<file path="src/rtl/uart_pkt_pkg.sv">
// Shared constants and FSM state encoding for the UART packet packer.
// States are plain localparams so legacy blocks can compare against them directly.
package uart_pkt_pkg;

  localparam int unsigned ByteW = 8;
  localparam int unsigned LenW  = 8;

  localparam logic [7:0] DEFAULT_SYNC_BYTE = 8'hA5;

  typedef logic [1:0] pkt_state_t;

  localparam pkt_state_t StIdle    = 2'd0;
  localparam pkt_state_t StLen     = 2'd1;
  localparam pkt_state_t StPayload = 2'd2;
  localparam pkt_state_t StChk     = 2'd3;

endpackage

</file>
<file path="src/rtl/uart_pkt_fifo.sv">
// Show-ahead word FIFO with full/empty flags; a push into a full FIFO is accepted
// only when a pop happens in the same cycle.
module uart_pkt_fifo #(
  parameter int unsigned Width = 33,
  parameter int unsigned Depth = 8
) (
  input  logic             clk_i,
  input  logic             rst_ni,
  input  logic             push_i,
  input  logic [Width-1:0] wdata_i,
  input  logic             pop_i,
  output logic [Width-1:0] rdata_o,
  output logic             full_o,
  output logic             empty_o
);

  localparam int unsigned AddrW = $clog2(Depth);
  localparam logic [AddrW:0] PtrOne = (AddrW + 1)'(1);

  logic [AddrW:0]   wr_ptr_q, rd_ptr_q;
  logic [Width-1:0] mem_q [Depth];
  logic             wr_en, rd_en;

  // Extra pointer MSB tells full apart from empty when the addresses match.
  assign empty_o = (wr_ptr_q == rd_ptr_q);
  assign full_o  = (wr_ptr_q[AddrW] != rd_ptr_q[AddrW]) &&
                   (wr_ptr_q[AddrW-1:0] == rd_ptr_q[AddrW-1:0]);

  assign rd_en = pop_i && !empty_o;
  assign wr_en = push_i && (!full_o || rd_en);

  always_ff @(posedge clk_i or negedge rst_ni) begin
    if (!rst_ni) begin
      wr_ptr_q <= '0;
      rd_ptr_q <= '0;
    end else begin
      if (wr_en) wr_ptr_q <= wr_ptr_q + PtrOne;
      if (rd_en) rd_ptr_q <= rd_ptr_q + PtrOne;
    end
  end

  always_ff @(posedge clk_i) begin
    if (wr_en) mem_q[wr_ptr_q[AddrW-1:0]] <= wdata_i;
  end

  // Head is forced to zero when empty so stale entries never reach the outputs.
  assign rdata_o = empty_o ? '0 : mem_q[rd_ptr_q[AddrW-1:0]];

endmodule

</file>
<file path="src/rtl/uart_rx_packer.sv">
// Parses sync/length/payload frames from the UART byte strobe and packs payload
// little-endian into FIFO-buffered words. UART_PKT_CHKSUM_EN adds an XOR check byte.
module uart_rx_packer
  import uart_pkt_pkg::*;
#(
  parameter int unsigned WORD_BYTES  = 4,
  parameter int unsigned FIFO_DEPTH  = 8,
  parameter logic [7:0]  SYNC_BYTE   = DEFAULT_SYNC_BYTE,
  parameter int unsigned TIMEOUT_CYC = 65535
) (
  input  logic                          clock,
  input  logic                          reset,
  input  logic                          rx_read_buf,
  input  logic [7:0]                    rx_data,
  output logic [ByteW*WORD_BYTES-1:0]   word_data,
  output logic                          word_valid,
  input  logic                          word_ready,
  output logic                          word_last,
  input  logic                          err_clr,
  output logic                          frame_err,
  output logic                          ovf_err,
`ifdef UART_PKT_CHKSUM_EN
  output logic                          chk_err,
`endif
  output logic                          busy
);

  localparam int unsigned WordW = ByteW * WORD_BYTES;
  localparam int unsigned CntW  = $clog2(TIMEOUT_CYC + 1);
  localparam logic [CntW-1:0] CntLast = CntW'(TIMEOUT_CYC - 1);
  localparam logic [CntW-1:0] CntOne  = CntW'(1);
  localparam logic [2:0]      IdxLast = 3'(WORD_BYTES - 1);

  pkt_state_t       state_q, state_d;
  logic [2:0]       idx_q, idx_d;
  logic [LenW-1:0]  words_q, words_d;
  logic [CntW-1:0]  cnt_q, cnt_d;
  logic [WordW-1:0] word_q, word_d;
  logic [WordW-1:0] assembled;
  logic             frame_err_q, ovf_err_q;
  logic             push, push_last, frame_set, ovf_set, timeout, in_frame;
  logic             fifo_full, fifo_empty;
`ifdef UART_PKT_CHKSUM_EN
  logic [7:0]       sum_q, sum_d;
  logic             chk_err_q, chk_set;
`endif

  always_comb begin
    state_d   = state_q;
    idx_d     = idx_q;
    words_d   = words_q;
    cnt_d     = cnt_q;
    word_d    = word_q;
    push      = 1'b0;
    push_last = 1'b0;
    frame_set = 1'b0;
`ifdef UART_PKT_CHKSUM_EN
    sum_d     = sum_q;
    chk_set   = 1'b0;
`endif

    assembled = word_q;
    for (int unsigned i = 0; i < WORD_BYTES; i++) begin
      if (idx_q == 3'(i)) assembled[8*i +: 8] = rx_data;
    end

    in_frame = (state_q != StIdle);
    timeout  = in_frame && !rx_read_buf && (cnt_q == CntLast);
    if (in_frame) cnt_d = rx_read_buf ? '0 : cnt_q + CntOne;

    case (state_q)
      StIdle: begin
        if (rx_read_buf && rx_data == SYNC_BYTE) state_d = StLen;
      end
      StLen: begin
        if (rx_read_buf) begin
          if (rx_data == 8'd0) begin
            frame_set = 1'b1;
            state_d   = StIdle;
          end else begin
            words_d = rx_data;
            idx_d   = 3'd0;
            state_d = StPayload;
`ifdef UART_PKT_CHKSUM_EN
            sum_d   = 8'd0;
`endif
          end
        end
      end
      StPayload: begin
        if (rx_read_buf) begin
          word_d = assembled;
`ifdef UART_PKT_CHKSUM_EN
          sum_d  = sum_q ^ rx_data;
`endif
          if (idx_q == IdxLast) begin
            push      = 1'b1;
            push_last = (words_q == 8'd1);
            idx_d     = 3'd0;
            words_d   = words_q - 8'd1;
`ifdef UART_PKT_CHKSUM_EN
            if (words_q == 8'd1) state_d = StChk;
`else
            if (words_q == 8'd1) state_d = StIdle;
`endif
          end else begin
            idx_d = idx_q + 3'd1;
          end
        end
      end
      StChk: begin
        if (rx_read_buf) begin
`ifdef UART_PKT_CHKSUM_EN
          chk_set = (rx_data != sum_q);
`endif
          state_d = StIdle;
        end
      end
      default: state_d = StIdle;
    endcase

    // A timeout throws away the partial word; words already queued stay put.
    if (timeout) begin
      state_d   = StIdle;
      idx_d     = 3'd0;
      frame_set = 1'b1;
    end
    if (state_d == StIdle) cnt_d = '0;
  end

  assign ovf_set = push && fifo_full && !(word_ready && word_valid);

  always_ff @(posedge clock or negedge reset) begin
    if (!reset) begin
      state_q     <= StIdle;
      idx_q       <= 3'd0;
      words_q     <= '0;
      cnt_q       <= '0;
      word_q      <= '0;
      frame_err_q <= 1'b0;
      ovf_err_q   <= 1'b0;
    end else begin
      state_q     <= state_d;
      idx_q       <= idx_d;
      words_q     <= words_d;
      cnt_q       <= cnt_d;
      word_q      <= word_d;
      frame_err_q <= frame_set | (frame_err_q & ~err_clr);
      ovf_err_q   <= ovf_set | (ovf_err_q & ~err_clr);
    end
  end

`ifdef UART_PKT_CHKSUM_EN
  always_ff @(posedge clock or negedge reset) begin
    if (!reset) begin
      sum_q     <= 8'd0;
      chk_err_q <= 1'b0;
    end else begin
      sum_q     <= sum_d;
      chk_err_q <= chk_set | (chk_err_q & ~err_clr);
    end
  end

  assign chk_err = chk_err_q;
`endif

  uart_pkt_fifo #(
    .Width (WordW + 1),
    .Depth (FIFO_DEPTH)
  ) u_fifo (
    .clk_i   (clock),
    .rst_ni  (reset),
    .push_i  (push),
    .wdata_i ({push_last, assembled}),
    .pop_i   (word_ready),
    .rdata_o ({word_last, word_data}),
    .full_o  (fifo_full),
    .empty_o (fifo_empty)
  );

  assign word_valid = !fifo_empty;
  assign frame_err  = frame_err_q;
  assign ovf_err    = ovf_err_q;
  assign busy       = (state_q != StIdle);

endmodule

</file>
<file path="config.mk">
export PLATFORM = sky130hd
export DESIGN_NAME = uart_rx_packer
export DESIGN_NICKNAME = d
export VERILOG_FILES = /design/src/rtl/uart_pkt_pkg.sv /design/src/rtl/uart_pkt_fifo.sv /design/src/rtl/uart_rx_packer.sv
export SDC_FILE = /design/constraint.sdc
export NUM_CORES = 1
export LEC_CHECK = 0
export ABC_AREA = 0
export BUFFER_PORTS_ARGS = -buffer_cell sky130_fd_sc_hd__buf_2
export CAP_MARGIN = 5
export CORE_UTILIZATION = 30
export CTS_BUF_LIST = sky130_fd_sc_hd__clkbuf_16
export CTS_CLUSTER_DIAMETER = 50
export DETAILED_ROUTE_END_ITERATION = 12
export GPL_ROUTABILITY_DRIVEN = 0
export SLEW_MARGIN = 20
export SYNTH_ARGS = -nofsm -noshare
export SYNTH_HDL_FRONTEND = slang
export SYNTH_HIERARCHICAL = 1
export SYNTH_SLANG_ARGS = --single-unit
</file>
<file path="constraint.sdc">
create_clock -name clock -period 5.7 [get_ports clock]
set_clock_uncertainty 0.15 [all_clocks]
set_input_delay 0.57 -clock clock [delete_from_list [all_inputs] [get_ports clock]]
set_output_delay 0.57 -clock clock [all_outputs]
set_load 0.03 [all_outputs]
</file>
==> impl_metrics.ini, run 1 <==
[run_status]
status = completed

[worst_setup_path]
critical_path_required_ns = 5.76
critical_path_arrival_ns = 4.18
r2r_start = state_q[1]$_DFF_PN0_
startpoint = state_q[1]$_DFF_PN0_
crit_type = reg2reg
crit_fanout = 25
worstSetupEndpointType = flip-flop
startpoint_type = flip-flop

[floorplanning]
core.rowCount = 78
initial_utilization_pct = 30.6
die_area_um2 = 47600
die_w_um = 218
ios = 50
die_h_um = 218
core_um2 = 45800

[grt]
antenna_found_initial = 0
grt-ovfl-total = 0
grt_pass1_wl_um = 45700
first_global_vias = 7580
grtUsageTotal_pct = 12.7
grt_max_degree = 72

[pwr]
p_int_uw = 5620
p_comb_share_pct = 32.4
p_per_area_nw_per_um2 = 524
power_frac_clock_pct = 27.8
switching_share_pct = 33.8
vdd_drop_max_v = 0.000238
p_seq_share_pct = 39.8
power_leakage_uw = 0.00565
p_sw_uw = 2870
power_uw = 8490

[routing]
detail_route.wl_per_cell_um = 19.6
drc = 0
wirelength_um = 29400
vias = 7300
drtIter0Drc = 475
drt_pass1_iterations = 5
routed_via_density = 4.87
ant_nets = 0

[synth]
ys.flop_type = edfxtp_1
yosysUniqueCellTypes = 61
yosysWarnings = 6
synth_area_leaders = edfxtp_1 (57%), dfrtp_1 (13%), mux4_2 (11%)
synth_xor_area_share_pct = 0.678
syn_inst = 809
synth_top_area_share_pct = 56.5
synth_top_family_by_area = multiplexers
synth-simple-area-share_pct = 5.73
synthArstFlopShare_pct = 21.2
synth_adder_area_share_pct = 0.892
seq_area_frac_synth_pct = 69.2
synth_compound_area_share_pct = 2.87
synth_area_per_cell_um2 = 17.3
netlist_area_um2 = 14000
syn-num-nets = 832
yosysTopAreaCell = edfxtp_1
synth_edf_count = 264
synth.area.mux_share_pct = 18.5
ys_seq_elements = 335

[clock_network]
tritoncts = yes
clk_latency_ns = 0.54
clockBufferDepth = 3
cts_root_buffer = clkbuf_16
htree_num_levels = 2
cts_setup_buffers = 0
cts_hold_buf = 0
cts_made_buffers = 37
path_clk_slew_ns = 0.06
post_cts_resized = 0
clock-sinks = 335

[finish]
layout.cells.non_filler = 1500
layout_commonest_cell = edfxtp_1
drive_gt1_share_pct = 30.8
fin_nets = 893
final_util_pct = 35.4
area.growth.synth_to_final_pct = 15.5
mostFrequentLayoutCells = edfxtp_1 (264), dfrtp_1 (68), mux4_2 (66)

[timing]
finalCritPeriodShare_pct = 72.2
finalSetupViolCount = 0
timing.fmax_mhz = 243
tns_ns = 0
relSlewSlack_pct = 32.4
min_period_ns = 4.11
tightest_slew_ns = 1.01
final_max_slew_viol_count = 0
rsz0062_at_grt = false
finalHoldViolations = 0
timing.hold.ws_ns = 0.0135

[run]
drv_cap = 0

[min_path]
hp-class = in2async

[placement]
dpl.hpwl_um = 17500
dp_cells = 1431
port_buffers = 49
power groups by stage:
stage	clock, uW	combinational [uW]	sequential [uW]
3_5_place_dp	0	2820	3430
4_1_cts	2420	2830	3380
5_1_grt	2520	3010	3410
3_3_place_gp	0	2780	3420
6_report	2360	2750	3380
2_1_floorplan	0	2200	3280
metal layers:
metal	part of all wire [%]	global-route usage [%]	vias to the layer above
li1	-	-	3297
met1	46	17.7	3810
met2	48	20.7	146
met3	4.1	2.03	47
met4	1.7	3.03	0
met5	0	0	-
Yosys cell counts, types with 3 or more instances:
| library cell | number |
|---|---|
| buf_1 | 4 |
| edfxtp_1 | 264 |
| xnor2_1 | 8 |
| mux2_2 | 65 |
| buf_6 | 3 |
| nand2b_1 | 4 |
| inv_1 | 13 |
| dfrtp_1 | 71 |
| nand4_1 | 10 |
| nand2_1 | 29 |
| nand3_1 | 16 |
| a31oi_1 | 7 |
| ha_1 | 10 |
| o21a_1 | 3 |
| nor2_1 | 60 |
| nor3_1 | 14 |
| mux4_2 | 66 |
| or4_1 | 4 |
| a21oi_1 | 15 |
| nor2b_1 | 3 |
| nor4_1 | 4 |
| clkbuf_1 | 14 |
| buf_4 | 3 |
| buf_2 | 18 |
| mux2i_1 | 36 |
| o21ai_0 | 21 |
| or3_1 | 4 |
flip-flops by register name, indices dropped and copies added (netlist names):
register	count
cnt_q	16
state_q	2
u_fifo/mem_q	264
idx_q	3
u_fifo/wr_ptr_q	4
frame_err	1
u_fifo/rd_ptr_q	4
word_q	32
words_q	8
ovf_err	1
final timing paths:
| path | end | slack [ns] | cells past startpoint |
|---|---|---|---|
| setup / recovery | u_fifo/mem_q[3][8]$_DFFE_PP_ | 1.59 | 7 |
| hold / removal | cnt_q[11]$_DFFE_PN0P_ | 0.01 | 1 |
| setup reg to reg | u_fifo/mem_q[3][8]$_DFFE_PP_ | 1.59 | 7 |
| hold reg to reg | cnt_q[15]$_DFFE_PN0P_ | 0.34 | 1 |
| max in group asynchronous | u_fifo/rd_ptr_q[0]$_DFFE_PN0P_ | 4.60 | 1 |
| min in group clock | idx_q[0]$_DFFE_PN0P_ | 0.25 | 3 |
worst max-delay path: stages (launching register included):
cell and delay (ns):
dfrtp_1 0.46, nor2b_1 0.65, nand2_1 0.14, buf_4 0.28, nor2_2 0.62, nand3b_1 0.28
nor2_4 0.83, buf_4 0.36
area by class of cell:
cell class / count / area [um^2]
timing repair buffer: 68 / 410
inverter: 13 / 48.8
clock inverter: 31 / 279
sequential: 335 / 9710
clock buffer: 37 / 926
multi-input combinational: 415 / 4070
fill: 4313 / 29600
tap: 600 / 751
antenna: 1 / 2.50
kinds of logic after synthesis:
kind of cell,after synthesis
buffers and inverters,59
AND/OR/NAND/NOR,163
XOR/XNOR,10
AO/OA/AOI/OAI,64
adder cells (fa/ha/maj),10
flip-flops,335
multiplexers,168
metrics by stage:
step / instance area [um^2] / worst slack (ns)
2_1_floorplan: 14000 / 0.0669
3_3_place_gp: 15000 / 1.61
5_1_grt: 16200 / 1.32
4_1_cts: 16200 / 1.54
3_5_place_dp: 15000 / 1.55
6_report: 16200 / 1.59
No activity file was read; power rests on OpenSTA's default activity.
==> run 2: changes to the inputs <==
==> constraint.sdc (replaced) <==
create_clock -name clock -period 3.8 [get_ports clock]
set_clock_uncertainty 0.15 [all_clocks]
set_input_delay 0.38 -clock clock [delete_from_list [all_inputs] [get_ports clock]]
set_output_delay 0.38 -clock clock [all_outputs]
set_load 0.03 [all_outputs]
==> run 2 against run 1 <==
  * Power up 54%
  * First-iteration DRC count up 0.21%
  * Die area unchanged
  * Cell area up 1.7%
  * Clock power up 59%
  * Core utilization up 0.61 points
  * Non-clock buffer count up 10
  * Register-to-register slack worse by 0.69 ns
  * Largest power group unchanged
==> impl_metrics.ini, run 2 (same netlist as run 1, synthesis figures left out) <==
[run_status]
status = completed

[min_path]
hp-class = in2reg

[routing]
vias = 7384
wirelength_um = 30400
drt_pass1_iterations = 5
ant_nets = 0
detail_route.wl_per_cell_um = 20.2
routed_via_density = 4.89
drtIter0Drc = 476
drc = 0

[pwr]
p_int_uw = 8710
power_uw = 13000
p_seq_share_pct = 38.7
switching_share_pct = 33.2
vdd_drop_max_v = 0.000420
power_frac_clock_pct = 28.8
power_leakage_uw = 0.00578
p_comb_share_pct = 32.4
p_per_area_nw_per_um2 = 791
p_sw_uw = 4320

[floorplanning]
initial_utilization_pct = 30.6
die_h_um = 218
die_w_um = 218
core.rowCount = 78
ios = 50
die_area_um2 = 47600
core_um2 = 45800

[placement]
post_dp_cell_area_um2 = 15200
dpl.hpwl_um = 17800
port_buffers = 49
place_ws_ns = 0.907

[worst_setup_path]
critical_path_required_ns = 3.27
startpoint_type = flip-flop
crit_type = reg2out
critical_path_arrival_ns = 2.66
crit_fanout = 22
worstSetupEndpointType = output port

[timing]
min_period_ns = 3.19
finalCritPeriodShare_pct = 83.9
tightest_slew_ns = 0.964
timing.hold.ws_ns = 0.0509
final_max_slew_viol_count = 0
setup_ws_ns = 0.610
finalHoldViolations = 0
timing.fmax_mhz = 314
relSlewSlack_pct = 35.5
rsz0062_at_grt = false
finalSetupViolCount = 0

[clock_network]
post_cts_resized = 0
path_clk_slew_ns = 0.06
cts_setup_buffers = 0
clock-sinks = 335
cts_root_buffer = clkbuf_16
cts_made_buffers = 38
tritoncts = yes
clockBufferDepth = 3
clk_latency_ns = 0.53
htree_num_levels = 2

[finish]
n_antenna_cell = 0
largest_reg_flops = 264
layout_commonest_cell = edfxtp_1
area.growth.synth_to_final_pct = 17.5
fin_area_um2 = 16500
final_util_pct = 36.0
mostFrequentLayoutCells = edfxtp_1 (264), dfrtp_1 (68), mux4_2 (66)
fin_nets = 904
drive_gt1_share_pct = 31.9

[grt]
first_global_vias = 7563
grtUsageTotal_pct = 13.1
use_met3_pct = 2.59
antenna_found_initial = 1
grtUsageMet1_pct = 17.4
use_met2_pct = 21.4
grt_max_degree = 52
grt-ovfl-total = 0
grt_pass1_wl_um = 46700
top_usage_layer = met2

[run]
drv_cap = 0
-- run 2: changes by cell type in the layout (fill, tap and decap cells not counted), sizes merged, moves of 2 or more --
cell    change
buf         +9
bufinv      +2
clkbuf      +2
inv         -3
-- run 2: final cells by class --
type | count | area, um^2
multi-input cells | 415 | 4120
clock inverters | 30 | 333
repair buffers | 78 | 543
flip-flops and latches | 335 | 9710
inverters | 13 | 48.8
clock buffers | 39 | 976
fillers | 4266 | 29300
well taps | 600 | 751
-- run 2: power groups by stage --
stage | logic, uW | registers [uW] | clock network, uW
floorplan | 3310 | 4920 | 0
global placement | 4270 | 5110 | 0
detailed placement | 4340 | 5130 | 0
CTS | 4350 | 5050 | 3830
global route | 4620 | 5100 | 3960
finish | 4230 | 5050 | 3760
-- run 2: critical path, stage by stage, from the launching register on --
cell,delay (ns)
dfrtp_4,0.67
xnor2_1,0.30
and4_2,0.61
buf_4,0.29
nor2_1,0.07
buf_2,0.18
-- run 2: per-layer routing --
metal | part of all wire, % | vias to the layer above
met5 | 0 | -
met3 | 5.0 | 44
li1 | - | 3332
met1 | 44 | 3854
met4 | 2.1 | 0
met2 | 48 | 154
-- run 2: metrics by stage --
stage / instances / setup TNS [ns]
6_report: 1510 / 0
5_1_grt: 1510 / 0
4_1_cts: 1510 / 0
3_5_place_dp: 1440 / 0
3_3_place_gp: 1440 / 0
2_1_floorplan: 809 / -3.09
-- run 2: final timing paths --
path	start	endpoint	slack [ns]	cells after the start
setup / recovery	u_fifo/rd_ptr_q[0]$_DFFE_PN0P_	word_data[2]	0.61	5
hold / removal	rx_read_buf	idx_q[0]$_DFFE_PN0P_	0.05	3
setup reg to reg	state_q[1]$_DFF_PN0_	u_fifo/mem_q[5][9]$_DFFE_PP_	0.90	7
hold reg to reg	cnt_q[15]$_DFFE_PN0P_	cnt_q[15]$_DFFE_PN0P_	0.34	1
max in group asynchronous	reset	words_q[2]$_DFFE_PN0P_	2.40	3
min in group asynchronous	reset	cnt_q[5]$_DFFE_PN0P_	0.33	2
-- run 2: repair_timing --
item	4_1_cts	5_1_grt
endpoints found under the hold margin	50	0
setup endpoints to repair	0	0
hold buffers	1	0
==> run 3: changes to the inputs <==
--- a/config.mk
+++ b/config.mk
@@ -5,7 +5,7 @@
 export SDC_FILE = /design/constraint.sdc
 export NUM_CORES = 1
 export LEC_CHECK = 0
-export ABC_AREA = 0
+export ABC_AREA = 1
 export BUFFER_PORTS_ARGS = -buffer_cell sky130_fd_sc_hd__buf_2
 export CAP_MARGIN = 5
 export CORE_UTILIZATION = 30
==> constraint.sdc (replaced) <==
create_clock -name clock -period 2.6 [get_ports clock]
set_clock_uncertainty 0.15 [all_clocks]
set_input_delay 0.26 -clock clock [delete_from_list [all_inputs] [get_ports clock]]
set_output_delay 0.26 -clock clock [all_outputs]
set_load 0.03 [all_outputs]
==> run 3 against run 2 <==
  * The flow now finishes with violations (setup timing)
  * Largest cell class unchanged
  * Setup slack got worse by 0.62 ns
  * Power increased by 79%
  * Largest power group is now combinational logic
  * Synthesized cell count increased by 70%
  * First-iteration DRC count increased by 85%
  * Wire length increased by 32%
  * Cell area increased by 11%
  * Flip-flop and latch count unchanged
  * Sequential share of layout area decreased by 6.0 points
  * Critical endpoint is now word_data[11]
  * Worst hold slack got worse by 0.030 ns
==> impl_metrics.ini, run 3 <==
[timing]
tns_ns = -0.0278
finalSetupViolCount = 5
final_max_slew_viol_count = 0
tightest_slew_ns = 1.06
rsz0062_at_grt = true
relSlewSlack_pct = 28.4
finalCritPeriodShare_pct = 100
min_period_ns = 2.61
setup_ws_ns = -0.00989
finalHoldViolations = 0
timing.fmax_mhz = 383
timing.hold.ws_ns = 0.0212

[worst_setup_path]
critical_path_required_ns = 2.19
critical_path_arrival_ns = 2.20
startpoint = u_fifo/rd_ptr_q[0]$_DFFE_PN0P_
startpoint_type = flip-flop
worstSetupEndpointType = output port
endpoint = word_data[11]
crit_fanout = 7
rrSetupSlack_ns = 0.21
r2r_start = idx_q[0]$_DFFE_PN0P_
timing.rr.end = u_fifo/mem_q[6][23]$_DFFE_PP_
crit_type = reg2out
r2r_cells = 8

[synth]
ys.flop_type = edfxtp_1
seq_area_frac_synth_pct = 66.8
synth_top_family_by_area = simple AND/OR/NAND/NOR gates
synth_area_per_cell_um2 = 10.5
yosysTopAreaCell = edfxtp_1
synth_xor_area_share_pct = 0.603
netlist_area_um2 = 14500
synth_area_leaders = edfxtp_1 (55%), dfrtp_1 (12%), nor2_1 (7.3%)
synth_common_cells = nor2_1 (283), edfxtp_1 (264), nand2_1 (243)
syn_inst = 1379
yosysUniqueCellTypes = 39
ys_seq_elements = 335
synth-simple-area-share_pct = 16.3
yosysWarnings = 6
syn-num-nets = 1402
synth_compound_area_share_pct = 11.5
synth_adder_area_share_pct = 0.861
yosysMostFrequentCell = nor2_1
synth_top_area_share_pct = 54.5
synth_edf_count = 264
synth.area.mux_share_pct = 0
synthArstFlopShare_pct = 21.2

[clock_network]
cts_made_buffers = 41
htree_num_levels = 2
cts_root_buffer = clkbuf_16
clk_latency_ns = 0.57
clockBufferDepth = 3
tritoncts = yes
clock-sinks = 335
path_clk_slew_ns = 0.06

[grt]
grt_max_degree = 70
first_global_vias = 10100
antenna_found_initial = 0
grt-ovfl-total = 0
grt_pass1_wl_um = 58300
grtUsageTotal_pct = 15.3

[finish]
n_antenna_cell = 0
layout_commonest_cell = edfxtp_1
mostFrequentLayoutCells = edfxtp_1 (264), nand2_1 (240), nor2_1 (236)
area.growth.synth_to_final_pct = 26.1
final_util_pct = 38.4
fillers = 4533
largest_reg_flops = 264
fin_nets = 1525
drive_gt1_share_pct = 20.9

[routing]
vias = 10500
wirelength_um = 40100
detail_route.wl_per_cell_um = 18.7
drc = 0
ant_nets = 0
drtIter0Drc = 879
routed_via_density = 4.91
drt_pass1_iterations = 5

[run]
drv_cap = 0

[pwr]
vdd_drop_max_v = 0.000445
power_leakage_uw = 0.00698
p_per_area_nw_per_um2 = 1270

[floorplanning]
die_h_um = 222
die_area_um2 = 49300
core_um2 = 47700
initial_utilization_pct = 30.4
ios = 50
core.rowCount = 80
die_w_um = 222

[placement]
port_buffers = 49
dpl.hpwl_um = 22100
place_ws_ns = 0.215

[run_status]
status = complete, but fails checks
violations = setup timing

[min_path]
hp-class = in2reg
-- run 3: report_power, final --
part | internal, uW | switching, uW
Combinational | 4070 | 6760
Clock | 3110 | 2250
Sequential | 6870 | 301
-- run 3: area by class of cell --
cell class	instances	area (um^2)	area share (%)
sequential	335	9710	53.0
multi-input combinational	914	4580	25.0
timing repair buffer	150	1750	9.55
clock buffer	41	1030	5.60
tap	615	769	4.20
clock inverter	33	258	1.41
inverter	60	238	1.30
-- run 3: worst min path at each step --
stage	cells after the start	start	slack, ns	end
after floorplan	0	reset	-0.19	cnt_q[0]$_DFFE_PN0P_
after global placement	1	reset	0.16	cnt_q[5]$_DFFE_PN0P_
after detailed placement	1	reset	0.16	cnt_q[5]$_DFFE_PN0P_
after CTS	6	rx_data[4]	0.01	state_q[0]$_DFF_PN0_
after global routing	3	err_clr	0.009	ovf_err$_DFF_PN0_
final	3	err_clr	0.02	ovf_err$_DFF_PN0_
-- run 3: per-stage QoR --
step	total power [uW]	std cells	area [um^2]
after floorplan	12600	1379	14600
after CTS	22400	2132	17800
after detailed placement	15400	2039	15900
after global routing	24600	2148	18300
final	23400	2148	18300
after global placement	15300	2039	15900
-- run 3: logic make-up after synthesis --
family,count (synthesis)
adders and majority gates,10
AOI/OAI and AO/OA,305
DFF,335
xor gates and xnor gates,10
buffers and inverters,130
and+or+nand+nor,589
-- run 3: worst max-delay path: stages, from the launching register on --
cell and delay [ns]:
dfrtp_4 0.56, buf_12 0.19, buf_16 0.16, nor2_4 0.09
nor2_1 0.04, o21ai_1 0.09, o21ai_1 0.11, o21ai_2 0.19
nor2_4 0.07, buf_6 0.14
-- run 3: per-layer routing --
layer	up-vias	routed length, um	global-route usage [%]	part of all wire [%]
li1	5013	-	-	-
met1	5149	17300	20.1	43
met2	308	19200	25.1	48
met3	79	2130	2.48	5.3
met4	0	1490	6.61	3.7
met5	-	0	0	0
-- run 3: repair_timing --
action	in CTS	in global routing
hold buffers	6	0
hold endpoints to repair	50	0
pin swaps	17	40
endpoints found under the setup margin	33	34
gates resized for setup	100	112
buffers inserted	8	4
gates cloned	5	15
